$ cat config.mk
export PLATFORM = sky130hd
export DESIGN_NAME = ci_cmd_sequencer_flat
export DESIGN_NICKNAME = d
export VERILOG_FILES = /design/src/rtl/ci_cmd_sequencer_if.sv /design/src/rtl/ci_cmd_sequencer.sv /design/src/flat_wrapper.sv
export SDC_FILE = /design/constraint.sdc
export NUM_CORES = 1
export LEC_CHECK = 0
export ABC_CLOCK_PERIOD_IN_PS = 3000
export CAP_MARGIN = 40
export CORE_MARGIN = 5
export CORE_UTILIZATION = 50
export CTS_BUF_LIST = sky130_fd_sc_hd__clkbuf_4 sky130_fd_sc_hd__clkbuf_8
export CTS_CLUSTER_SIZE = 8
export DETAILED_ROUTE_END_ITERATION = 7
export GPL_TIMING_DRIVEN = 0
export PLACE_DENSITY = 0.71
export SYNTH_ARGS = -nofsm -noshare
export SYNTH_HDL_FRONTEND = slang
export SYNTH_SLANG_ARGS = --single-unit
$ cat constraint.sdc
create_clock -name clk -period 3 [get_ports clk]
set_clock_uncertainty 0.2 [all_clocks]
set_input_delay 0.3 -clock clk [delete_from_list [all_inputs] [get_ports clk]]
set_output_delay 0.3 -clock clk [all_outputs]
set_load 0.02 [all_outputs]
$ cat src/rtl/ci_cmd_sequencer_if.sv
// Host-side byte handshake and SoC control bundle for ci_cmd_sequencer.
// master: host UART / bench side; slave: the command sequencer.
interface ci_cmd_sequencer_if;
    logic       rx_valid;
    logic [7:0] rx_data;
    logic       tx_busy;
    logic       tx_en;
    logic [7:0] tx_data;
    logic       soc_clk_en;
    logic       soc_reset;
    logic       tx_sel;
    logic       rx_en;

    modport master (
        output rx_valid, rx_data, tx_busy,
        input  tx_en, tx_data,
        input  soc_clk_en, soc_reset, tx_sel, rx_en
    );

    modport slave (
        input  rx_valid, rx_data, tx_busy,
        output tx_en, tx_data,
        output soc_clk_en, soc_reset, tx_sel, rx_en
    );
endinterface

$ cat src/rtl/ci_cmd_sequencer.sv
// Byte-command controller: decodes host bytes, drives SoC clock gate,
// timed reset pulse, N-cycle clock step and tx/rx routing, one reply per command.
// Ports: clk, resetn (async, active low), bus (ci_cmd_sequencer_if.slave):
//   rx_valid/rx_data in, tx_busy in, tx_en/tx_data out,
//   soc_clk_en, soc_reset, tx_sel, rx_en out.
// Optional: define CI_CMD_TIMEOUT_EN to abort argument bytes after TIMEOUT_CYCLES.
module ci_cmd_sequencer #(
    parameter logic [15:0] RESET_CYCLES   = 16'd50,
    parameter int unsigned TIMEOUT_CYCLES = 27000000,
    parameter logic [7:0]  ACK_BYTE       = 8'hAA,
    parameter logic [7:0]  NAK_BYTE       = 8'h55
) (
    input logic              clk,
    input logic              resetn,
    ci_cmd_sequencer_if.slave bus
);
    localparam logic [1:0] S_IDLE = 2'd0;
    localparam logic [1:0] S_ARG  = 2'd1;
    localparam logic [1:0] S_RESP = 2'd2;

    logic [1:0]  r_state;
    logic        r_arg_step;
    logic        r_arg_hi;
    logic [7:0]  r_arg_lo;
    logic [15:0] r_reset_len;
    logic        r_ovf;
    logic        r_clk_en;
    logic        r_tx_sel;
    logic        r_rx_en;
    logic        r_rst_act;
    logic [15:0] r_rst_cnt;
    logic        r_step_act;
    logic [7:0]  r_step_cnt;
    logic [7:0]  r_tx_data;
`ifdef CI_CMD_TIMEOUT_EN
    logic [31:0] r_to_cnt;
`else
    logic        w_unused_timeout;
    assign w_unused_timeout = ^32'(TIMEOUT_CYCLES);
`endif

    logic       w_tx_en;
    logic [7:0] w_status;

    // Reply leaves as soon as the transmitter is free; state drops to IDLE
    // on the same edge, so the strobe is one cycle wide.
    assign w_tx_en  = (r_state == S_RESP) && !bus.tx_busy;
    assign w_status = {r_ovf, r_step_act, r_rst_act, r_rx_en,
                       r_tx_sel, r_clk_en, 2'b00};

    assign bus.tx_en      = w_tx_en;
    assign bus.tx_data    = r_tx_data;
    assign bus.soc_clk_en = r_clk_en;
    assign bus.soc_reset  = r_rst_act;
    assign bus.tx_sel     = r_tx_sel;
    assign bus.rx_en      = r_rx_en;

    always_ff @(posedge clk or negedge resetn) begin
        if (!resetn) begin
            r_state     <= S_IDLE;
            r_arg_step  <= 1'b0;
            r_arg_hi    <= 1'b0;
            r_arg_lo    <= 8'h00;
            r_reset_len <= RESET_CYCLES;
            r_ovf       <= 1'b0;
            r_clk_en    <= 1'b1;
            r_tx_sel    <= 1'b0;
            r_rx_en     <= 1'b1;
            r_rst_act   <= 1'b0;
            r_rst_cnt   <= 16'd0;
            r_step_act  <= 1'b0;
            r_step_cnt  <= 8'd0;
            r_tx_data   <= 8'h00;
`ifdef CI_CMD_TIMEOUT_EN
            r_to_cnt    <= 32'd0;
`endif
        end else begin
            // Timers run first; a command on this edge overrides them.
            if (r_rst_act) begin
                if (r_rst_cnt <= 16'd1) r_rst_act <= 1'b0;
                else r_rst_cnt <= r_rst_cnt - 16'd1;
            end
            if (r_step_act) begin
                if (r_step_cnt <= 8'd1) begin
                    r_step_act <= 1'b0;
                    r_clk_en   <= 1'b0;
                end else begin
                    r_step_cnt <= r_step_cnt - 8'd1;
                end
            end

            case (r_state)
                S_IDLE: if (bus.rx_valid) begin
                    r_state   <= S_RESP;
                    r_tx_data <= ACK_BYTE;
                    case (bus.rx_data)
                        8'h00: begin
                            r_clk_en   <= 1'b0;
                            r_step_act <= 1'b0;
                        end
                        8'h01: begin
                            r_clk_en   <= 1'b1;
                            r_step_act <= 1'b0;
                        end
                        8'h02: begin
                            r_rst_act <= 1'b1;
                            r_rst_cnt <= (r_reset_len == 16'd0) ?
                                         16'd1 : r_reset_len;
                        end
                        8'h03: r_rst_act <= 1'b0;
                        8'h04: r_tx_sel  <= 1'b0;
                        8'h05: r_tx_sel  <= 1'b1;
                        8'h06: r_rx_en   <= 1'b1;
                        8'h07: r_rx_en   <= 1'b0;
                        8'h08, 8'h0A: begin
                            r_state    <= S_ARG;
                            r_arg_step <= bus.rx_data[1];
                            r_arg_hi   <= 1'b0;
`ifdef CI_CMD_TIMEOUT_EN
                            r_to_cnt   <= 32'd0;
`endif
                        end
                        8'h09: begin
                            r_tx_data <= w_status;
                            r_ovf     <= 1'b0;
                        end
                        default: r_tx_data <= NAK_BYTE;
                    endcase
                end
                S_ARG: begin
                    if (bus.rx_valid) begin
`ifdef CI_CMD_TIMEOUT_EN
                        r_to_cnt <= 32'd0;
`endif
                        if (r_arg_step) begin
                            r_state    <= S_RESP;
                            r_tx_data  <= ACK_BYTE;
                            r_step_act <= |bus.rx_data;
                            r_step_cnt <= bus.rx_data;
                            r_clk_en   <= |bus.rx_data;
                        end else if (!r_arg_hi) begin
                            r_arg_lo <= bus.rx_data;
                            r_arg_hi <= 1'b1;
                        end else begin
                            r_reset_len <= {bus.rx_data, r_arg_lo};
                            r_state     <= S_RESP;
                            r_tx_data   <= ACK_BYTE;
                        end
                    end
`ifdef CI_CMD_TIMEOUT_EN
                    else if (r_to_cnt == 32'(TIMEOUT_CYCLES - 1)) begin
                        r_state   <= S_RESP;
                        r_tx_data <= NAK_BYTE;
                    end else begin
                        r_to_cnt <= r_to_cnt + 32'd1;
                    end
`endif
                end
                S_RESP: begin
                    if (bus.rx_valid) r_ovf <= 1'b1;
                    if (w_tx_en) r_state <= S_IDLE;
                end
                default: r_state <= S_IDLE;
            endcase
        end
    end
endmodule

$ cat src/flat_wrapper.sv
// flat-port wrapper written by rule: the top's interface ports become plain ports
module ci_cmd_sequencer_flat 
#(
    parameter logic [15:0] RESET_CYCLES   = 16'd50,
    parameter int unsigned TIMEOUT_CYCLES = 27000000,
    parameter logic [7:0]  ACK_BYTE       = 8'hAA,
    parameter logic [7:0]  NAK_BYTE       = 8'h55
)
  (clk, resetn, bus_rx_valid, bus_rx_data, bus_tx_busy, bus_tx_en, bus_tx_data, bus_soc_clk_en, bus_soc_reset, bus_tx_sel, bus_rx_en);
  ci_cmd_sequencer_if bus_i ();
  input logic clk;
  input logic resetn;
  input wire logic [$bits(bus_i.rx_valid)-1:0] bus_rx_valid;
  input wire logic [$bits(bus_i.rx_data)-1:0] bus_rx_data;
  input wire logic [$bits(bus_i.tx_busy)-1:0] bus_tx_busy;
  output wire logic [$bits(bus_i.tx_en)-1:0] bus_tx_en;
  output wire logic [$bits(bus_i.tx_data)-1:0] bus_tx_data;
  output wire logic [$bits(bus_i.soc_clk_en)-1:0] bus_soc_clk_en;
  output wire logic [$bits(bus_i.soc_reset)-1:0] bus_soc_reset;
  output wire logic [$bits(bus_i.tx_sel)-1:0] bus_tx_sel;
  output wire logic [$bits(bus_i.rx_en)-1:0] bus_rx_en;
  assign bus_i.rx_valid = bus_rx_valid;
  assign bus_i.rx_data = bus_rx_data;
  assign bus_i.tx_busy = bus_tx_busy;
  assign bus_tx_en = bus_i.tx_en;
  assign bus_tx_data = bus_i.tx_data;
  assign bus_soc_clk_en = bus_i.soc_clk_en;
  assign bus_soc_reset = bus_i.soc_reset;
  assign bus_tx_sel = bus_i.tx_sel;
  assign bus_rx_en = bus_i.rx_en;
  ci_cmd_sequencer #(.RESET_CYCLES(RESET_CYCLES), .TIMEOUT_CYCLES(TIMEOUT_CYCLES), .ACK_BYTE(ACK_BYTE), .NAK_BYTE(NAK_BYTE)) u_core (.clk(clk), .resetn(resetn), .bus(bus_i));
endmodule
== Word level (Yosys, flattened, before mapping) ==
Cells that the tools add are included.

* Input port bits: 12
* Bits in latches: 0
* Logic and storage cells: 116
* Memory bits (writable): 0
* Memories kept: 0
* Output and inout bits: 13
* Bits in read-only memories: 0
* Bits in registers: 66

* Divide/modulo/power cells: 0
* Mux-type cells: 54
* Equal/unequal tests: 20
* Reduce and logical (&&, ||, !) cells: 22
* Order comparisons: 2
* Shifts and indexed selects: 0
* Add/subtract/negate cells: 2
* Multiply operators: 0
* Bitwise logic cells: 2

{| class="wikitable"
|+ Operator list
! kind !! count
|-
| $mux 16 || 6
|-
| $mux 8 || 9
|-
| $eq 8x3->1 const B || 4
|-
| $pmux 8 s2 || 2
|-
| $eq 8x4->1 const B || 3
|-
| $mux 1 || 22
|-
| $reduce_and 4->1 || 5
|-
| $eq 8x2->1 const B || 2
|-
| $le 16x1->1 const B || 1
|-
| $logic_not 16->1 || 1
|-
| $pmux 1 s2 || 8
|-
| $sub 16x1->16 const B || 1
|-
| $ne 2x2->1 const B || 7
|-
| $mux 2 || 6
|-
| $reduce_or 10->1 || 1
|-
| $reduce_and 3->1 || 3
|-
| $eq 8x1->1 const B || 1
|-
| $le 8x1->1 const B || 1
|-
| $logic_not 8->1 || 1
|-
| $reduce_bool 2->1 || 4
|-
| $reduce_or 8->1 || 1
|-
| $sub 8x1->8 const B || 1
|-
| $pmux 2 s3 || 1
|-
| $reduce_and 5->1 || 1
|-
| other kinds (8) || 10
|}

== Depth between registers and ports, before layout ==
Gate-level depths: netlist of the first run.

* Depth after elaboration: 6
* Gate-level depth with buffers: 7
* Mapped depth without buffers: 7

== Least setup slack after synthesis of the first run ==
Ideal clock, no wire load.

* Path type: flip-flop to flip-flop
* From: register u_core.r_step_cnt[5]
* To: register u_core.r_step_cnt[1]
* Required time: 2.719 ns
* Clock period less this slack: 2.131 ns
* Stages on the path, launching flop included: 6
* Arrival time: 1.850 ns
* Setup time: 0.081 ns
* Path buffers: 0
* Path slack: 0.869 ns
* Path through: dfrtp_1 or3_1 or4_1 o21ai_2 mux2_1 mux2i_1

* Longest elaborated chain between the ends: 6

{| class="wikitable"
|+ RTL lines
! what !! line !! source
|-
| start, declared || ci_cmd_sequencer.sv:33 || <nowiki>logic [7:0] r_step_cnt;</nowiki>
|-
| start signal, assigned || ci_cmd_sequencer.sv:88 || <nowiki>r_step_cnt <= r_step_cnt - 8'd1;</nowiki>
|-
| start signal, assigned || ci_cmd_sequencer.sv:139 || <nowiki>r_step_cnt <= bus.rx_data;</nowiki>
|-
| $le 8x1->1 * || ci_cmd_sequencer.sv:84 || <nowiki>if (r_step_cnt <= 8'd1) begin</nowiki>
|-
| $mux 8 * || ci_cmd_sequencer.sv:84 ||
|-
| $mux 8 * || ci_cmd_sequencer.sv:83 || <nowiki>if (r_step_act) begin</nowiki>
|-
| $mux 8 || ci_cmd_sequencer.sv:135 || <nowiki>if (r_arg_step) begin</nowiki>
|-
| $mux 8 || ci_cmd_sequencer.sv:131 || <nowiki>if (bus.rx_valid) begin</nowiki>
|-
| $mux 8 * || ci_cmd_sequencer.sv:92 || <nowiki>case (r_state)</nowiki>
|}

Mark *: on every way between the ends. The rest lies on a longest branch, timed or not.
A chain may end at the register's enable or synchronous reset.

== Worst setup path in the final report of the first run ==
* From: input bus_rx_data[5]
* To: register u_core.r_rst_cnt[12]

* Longest elaborated chain between the ends: 4

{| class="wikitable"
|+ RTL lines
! what !! line !! source
|-
| start, declared || flat_wrapper.sv:14 || <nowiki>input wire logic [$bits(bus_i.rx_data)-1:0] bus_rx_data;</nowiki>
|-
| $eq 8x2->1 || ci_cmd_sequencer.sv:96 || <nowiki>case (bus.rx_data)</nowiki>
|-
| $mux 16 || ci_cmd_sequencer.sv:96 ||
|-
| $mux 16 || ci_cmd_sequencer.sv:93 || <nowiki>S_IDLE: if (bus.rx_valid) begin</nowiki>
|-
| $mux 16 || ci_cmd_sequencer.sv:92 ||
|-
| end signal, assigned || ci_cmd_sequencer.sv:81 || <nowiki>else r_rst_cnt <= r_rst_cnt - 16'd1;</nowiki>
|-
| end signal, assigned || ci_cmd_sequencer.sv:107 || <nowiki>r_rst_cnt <= (r_reset_len == 16'd0) ?</nowiki>
|-
| end, declared || ci_cmd_sequencer.sv:31 || <nowiki>logic [15:0] r_rst_cnt;</nowiki>
|}

Every way passes these cells.

==> results of run 1 <==
[worst max path at each step]
stage / startpoint / to / slack (ps) / cells after the start
final: bus_rx_data[5] / u_core.r_rst_cnt[12] / 450 / 7
after global routing: bus_rx_data[6] / u_core.r_rst_cnt[12] / 290 / 7
after CTS: bus_rx_data[6] / u_core.r_rst_cnt[12] / 490 / 7
after detailed placement: bus_rx_data[6] / u_core.r_rst_cnt[12] / 120 / 7
after global placement: resetn / u_core.r_step_cnt[0] / -740 / 1
after floorplan: u_core.r_step_cnt[5] / u_core.r_step_cnt[1] / 870 / 5
[cells in the final DEF, fill, tap and decap left out, types with 5 or more instances in the layout]
cell and instances:
a21oi_1 17, a31oi_1 6, clkbuf_1 10, clkbuf_8 11, clkdlybuf4s50_1 22, dfrtp_1 61
dfstp_2 5, inv_1 7, mux2_1 19, mux2_2 8, nand2_1 37, nand3_1 10
nor2_1 30, nor3_1 12, nor4_1 11, o21ai_0 10, o21ai_1 19, or3_1 5
or4_1 5, xnor2_1 8
[cells by family (layout without fill, tap and decap cells)]
group	after synthesis	in the layout	synth area share, %
XOR/XNOR	12	12	3.18
buffers and inverters	19	59	2.24
flip-flops	66	66	50.2
multiplexers	31	31	10.4
adder cells (fa/ha/maj)	4	4	1.52
AND/OR/NAND/NOR	133	133	21.4
AO/OA/AOI/OAI	64	64	11.1
[layout make-up]
cell class,count,area (µm²)
flip-flops and latches,66,1660
repair buffers,24,238
inverters,7,26.3
clock buffers,14,174
clock inverters,2,35.0
multi-input cells,244,1570
well taps,77,96.3
plain buffers,12,47.5
fillers,553,2540
[metal layers]
layer	up-vias	wire (µm)
li1	1268	-
met1	1250	3540
met2	61	3540
met3	8	321
met4	0	63
met5	-	0
[worst max-delay path: cells and delay by family]
family          cells  cell delay [ps]
compound gates      1               60
buf+inv             2              830
simple gates        4             1340
[sequential cells by signal (all words and copies together), names as in the netlist, 2 cells and up]
register            cells
u_core.r_step_cnt       8
u_core.bus.tx_data      8
u_core.r_reset_len     16
u_core.r_arg_lo         8
u_core.r_state          2
u_core.r_rst_cnt       16
[power breakdown]
| group | switching, mW | internal [mW] |
|---|---|---|
| combinational | 0.339 | 0.295 |
| sequential | 0.162 | 1.05 |
| clock | 0.320 | 0.457 |
[timing repair]
item,in CTS,in global routing
endpoints found under the hold margin,61,0
hold buffers,1,0
setup buffers,0,0
gates resized for setup,0,0
[stage by stage]
step | std cells | power (mW) | setup TNS, ps | utilization, %
floorplan | 329 | 1.63 | 0 | -
global placement | 429 | 1.82 | -44900 | 56.8
detailed placement | 429 | 1.85 | 0 | 56.8
CTS | 446 | 2.63 | 0 | 60.2
global route | 446 | 2.79 | 0 | 60.2
finish | 446 | 2.62 | 0 | 60.2
==> qor.csv, run 1 <==
stage;metric;value;unit
placed_design;I/O Buffers;23;
finish;final antenna diode count;0;
grt;Most Used Layer, Global Route;met2;
clock_tree;CTS Buf Count;9;
grt;GR Layer Usage met1;27.6;%
timing;Pins Over Slew Limit;0;
finish;share of cells above drive strength 1;11.4;%
power_and_ir_drop;Cell Pwr Density;681;mW/mm²
clock_tree;H-tree lvl count;3;
setup_path;WP data required;2990;ps
yosys;top post-synthesis cells by count;61 x dfrtp_1, 37 x nand2_1, 30 x nor2_1;
yosys;synthesized flop and latch total;66;
power_and_ir_drop;VDD IR max;0.000580;V
grt;GRT Overall Usage;19.3;%
drt;initial DRC count;124;
setup_path;Worst setup EP type;flop;
grt;met3 Usage GRT;4.88;%
timing;final hold slack;121;ps
setup_path;Slowest-stage cell, CP;clkdlybuf4s50_1;
setup_path;reg2reg setup slack;590;ps
setup_path;r2r endpoint;u_core.r_rst_cnt[4];
floorplan;num rows;29;
hold_path;Hold Path Origin;bus_rx_valid;
drt;drt via density;5.80;
drt;Antenna Nets Post-Route;0;
timing;Rel. slew slack;45.6;%
floorplan;Boundary Pins;25;
setup_path;Crit path arrival time;2540;ps
timing;Final min period;2550;ps
placed_design;dpl ws;117;ps
yosys;FFs w/ async S/R, synth;100;%
drt;Pre-antenna DRT Iters;4;
setup_path;Crit Path Max Fanout;10;
yosys;Yosys cell types;45;
yosys;Mapped Cells;329;
placed_design;Placed Area;0.00363;mm²
finish;Nets;380;
setup_path;WS Path Type;primary input to flop;
timing;PnR worst setup slack;451;ps
setup_path;R2R depth;5;
setup_path;Startpoint Class;primary input;
hold_path;hold-critical path depth;3;
timing;RSZ-0062 raised after global routing;no;
clock_tree;CTS Buffer Depth;2;
yosys;Cell Area, Synth;0.00330;mm²
placed_design;placer congestion estimate;0.899;
grt;first-pass GRT wire length;13100;µm
grt;M2 GR Usage;30.2;%
timing;worst-margin pin slew;816;ps
yosys;sequential-to-total area share from yosys stat;50.2;%
hold_path;Hold WC Path Type;primary input to flop;
power_and_ir_drop;Leak;1.66;nW
floorplan;Initial Util;51.7;%
clock_tree;CTS Root Cell;clkbuf_8;
timing;period utilization;85.0;%
drt;Routed WL;7470;µm
floorplan;Die Area;0.00833;mm²
floorplan;core area;0.00639;mm²
timing;Final Hold Viols;0;
yosys;synth top area cells;dfrtp_1 46%, mux2_1 6.5%, nand2_1 4.2%, dfstp_2 4.0%, nor2_1 3.4%;
clock_tree;CTS Sinks;66;
finish;Area Overhead vs Synth;16.4;%
finish;final instance area;0.00384;mm²
grt;pin count of the biggest net entering global routing;67;
yosys;most frequent cell after synthesis;dfrtp_1;
setup_path;cell chain of the critical path;clkdlybuf4s50_1, nor4_4, nand3_1, or4_1, clkbuf_1, nor2_1, a21oi_1;
grt;grt ovf;0;
clock_tree;Worst-path clk slew;70;ps
setup_path;launching point of the worst reg2reg path;u_core.r_rst_cnt[8];
yosys;syn avg cell area;10.0;µm²
yosys;ys flop type;dfrtp_1;
yosys;Post-synth EDFFs;0;
yosys;Yosys top cell area share;46.2;%
clock_tree;worst skew pair latency;340;ps
grt;vias in the first global route;2605;
floorplan;chip width;91.3;µm
drt;Vias;2587;
status;status;finished clean;
timing;maximum clock rate;392;MHz
yosys;Syn. warnings;0;
floorplan;die height;91.3;µm
hold_path;Hold Crit Endpoint;u_core.r_ovf;
setup_path;Max stage delay on crit path;570;ps
drt;post-DR wirelength/cell;16.7;µm
timing;Setup Viol. Count Final;0;
drt;Residual DRC;0;
clock_tree;TritonCTS clock tree;built;
job;Max Cap Viol;0;
placed_design;DP HPWL;5300;µm
yosys;Yosys top cell by area;dfrtp_1;
grt;antenna violations before repair;0;
yosys;syn_nets;345;
Note: power is estimated with default switching activity, not from simulation.
==> inputs of run 2 (changes only) <==
ABC_CLOCK_PERIOD_IN_PS = 2500   (was 3000)
clock period = 2.5 ns   (was 3 ns; I/O delays follow)
==> qor.csv, run 2 (synthesis results as in run 1) <==
stage;metric;value;unit;change
setup_path;WP data required;2500;ps;-490 ps
drt;drt via density;5.82;;+0.35%
grt;GRT Overall Usage;19.3;%;unchanged
setup_path;Worst setup EP type;flop;;
drt;Vias;2602;;+0.58%
clock_tree;worst skew pair latency;340;ps;about the same
placed_design;I/O Buffers;23;;unchanged
timing;period utilization;95.6;%;
clock_tree;H-tree lvl count;3;;unchanged
timing;maximum clock rate;419;MHz;
drt;Residual DRC;0;;unchanged
hold_path;hold-critical path depth;3;;unchanged
grt;grt ovf;0;;unchanged
setup_path;Startpoint Class;primary input;;
drt;initial DRC count;123;;-0.81%
hold_path;Hold Path Origin;bus_rx_valid;;
floorplan;core area;0.00639;mm²;unchanged
job;Max Cap Viol;0;;unchanged
finish;most frequent cells in the layout;61 x dfrtp_1, 37 x nand2_1, 30 x nor2_1, 22 x clkdlybuf4s50_1;;
finish;final antenna diode count;0;;unchanged
clock_tree;CTS Root Cell;clkbuf_8;;
floorplan;chip width;91.3;µm;unchanged
drt;post-DR wirelength/cell;16.8;µm;+0.40%
clock_tree;CTS Buffer Depth;2;;unchanged
finish;Nets;381;;+0.26%
grt;vias in the first global route;2605;;unchanged
clock_tree;Worst-path clk slew;70;ps;about the same
timing;final hold slack;66.4;ps;-54.5 ps
hold_path;Hold WC Path Type;primary input to flop;;
setup_path;Max stage delay on crit path;650;ps;+80 ps
setup_path;WS Path Type;primary input to flop;;
timing;TNS Setup;0;ps;unchanged
floorplan;Initial Util;51.7;%;unchanged
finish;final core occ;60.5;%;+0.31 points
placed_design;placer congestion estimate;0.899;;unchanged
setup_path;R2R depth;5;;unchanged
floorplan;Boundary Pins;25;;unchanged
timing;Final Hold Viols;0;;unchanged
finish;fillcell total;551;;-0.36%
hold_path;Hold Crit Endpoint;u_core.r_ovf;;
timing;Pins Over Slew Limit;0;;unchanged
power_and_ir_drop;Cell Pwr Density;813;mW/mm²;+19%
finish;Non-Filler Instances;447;;+0.22%
timing;worst-margin pin slew;828;ps;+12.7 ps
timing;Rel. slew slack;44.8;%;-0.84 points
clock_tree;TritonCTS clock tree;built;;
setup_path;launching point of the worst reg2reg path;u_core.r_step_cnt[5];;
setup_path;r2r endpoint;u_core.r_step_cnt[1];;
setup_path;Crit path arrival time;2390;ps;-150 ps
power_and_ir_drop;VDD IR max;0.000688;V;+19%
finish;most common cell after layout, fill and taps aside;dfrtp_1;;
clock_tree;CTS Buf Count;9;;unchanged
finish;Largest regs;u_core.r_reset_len x16, u_core.r_rst_cnt x16;;
setup_path;cell chain of the critical path;clkdlybuf4s50_1, nor4_4, nand3_1, or4_1, nor2_1, a21oi_1;;
drt;Antenna Nets Post-Route;0;;unchanged
drt;Pre-antenna DRT Iters;5;;+1
setup_path;Crit Path Max Fanout;11;;+1
floorplan;Die Area;0.00833;mm²;unchanged
floorplan;die height;91.3;µm;unchanged
finish;Area Overhead vs Synth;17.1;%;
placed_design;dpl cells;429;;unchanged
grt;pin count of the biggest net entering global routing;67;;unchanged
timing;Setup Viol. Count Final;0;;unchanged
power_and_ir_drop;Leak;1.68;nW;+1.5%
drt;Routed WL;7510;µm;+0.63%
power_and_ir_drop;PnR Total Power;3.14;mW;+20%
setup_path;Slowest-stage cell, CP;or4_1;;
finish;share of cells above drive strength 1;11.9;%;+0.51 points
placed_design;DP HPWL;5300;µm;unchanged
clock_tree;CTS Sinks;66;;unchanged
timing;Final min period;2390;ps;
setup_path;reg2reg setup slack;180;ps;-410 ps
grt;antenna violations before repair;0;;unchanged
grt;first-pass GRT wire length;13100;µm;unchanged
status;status;finished clean;;
floorplan;num rows;29;;unchanged
## run 2: final cells by class
| cell class | instances | area (µm²) | share of cell area (%) |
|---|---|---|---|
| multi-input combinational | 244 | 1580 | 40.9 |
| tap | 77 | 96.3 | 2.49 |
| inverter | 7 | 26.3 | 0.680 |
| clock inverter | 2 | 35.0 | 0.906 |
| sequential | 66 | 1660 | 42.9 |
| clock buffer | 14 | 174 | 4.50 |
| timing repair buffer | 26 | 253 | 6.54 |
| buffer | 11 | 43.8 | 1.13 |
## run 2: metal layers
layer | vias up | track usage (%) | share of wire (%)
li1 | 1271 | - | -
met1 | 1246 | 27.6 | 46
met2 | 72 | 30.2 | 48
met3 | 13 | 4.88 | 4.9
met4 | 0 | 3.67 | 0.93
met5 | - | 0 | 0
## run 2: stage by stage
step | cell area [µm²] | setup slack (ps)
5_1_grt | 3860 | -16.4
4_1_cts | 3840 | 38.1
3_3_place_gp | 3630 | -1190
6_report | 3860 | 111
3_5_place_dp | 3630 | -333
2_1_floorplan | 3300 | 369
## run 2: worst max-delay path by stage
stage	from	end	slack, ps	cells past startpoint
2_1_floorplan	u_core.r_step_cnt[5]	u_core.r_step_cnt[1]	370	5
3_3_place_gp	resetn	u_core.r_step_cnt[0]	-1190	1
3_5_place_dp	bus_rx_data[6]	u_core.r_rst_cnt[12]	-330	7
4_1_cts	bus_rx_data[6]	u_core.r_rst_cnt[12]	40	7
5_1_grt	bus_rx_data[7]	u_core.r_rst_cnt[12]	-20	6
6_report	bus_rx_data[7]	u_core.r_rst_cnt[12]	110	6
## run 2: timing repair
item                                    in CTS  in global routing
hold buffers                                 1                  0
endpoints found under the setup margin       0                 16
resized for setup                            0                  1
setup buffers                                0                  2
endpoints found under the hold margin       61                  0
## run 2: worst max-delay path, delay by kind of cell
family,cells,cell delay (ps)
buffers and inverters,1,560
AOI/OAI and AO/OA,1,60
and+or+nand+nor,4,1520
## run 2: power breakdown
part	switching, mW	internal [mW]
clock network	0.384	0.548
registers	0.193	1.26
logic	0.406	0.355
total	0.984	2.16
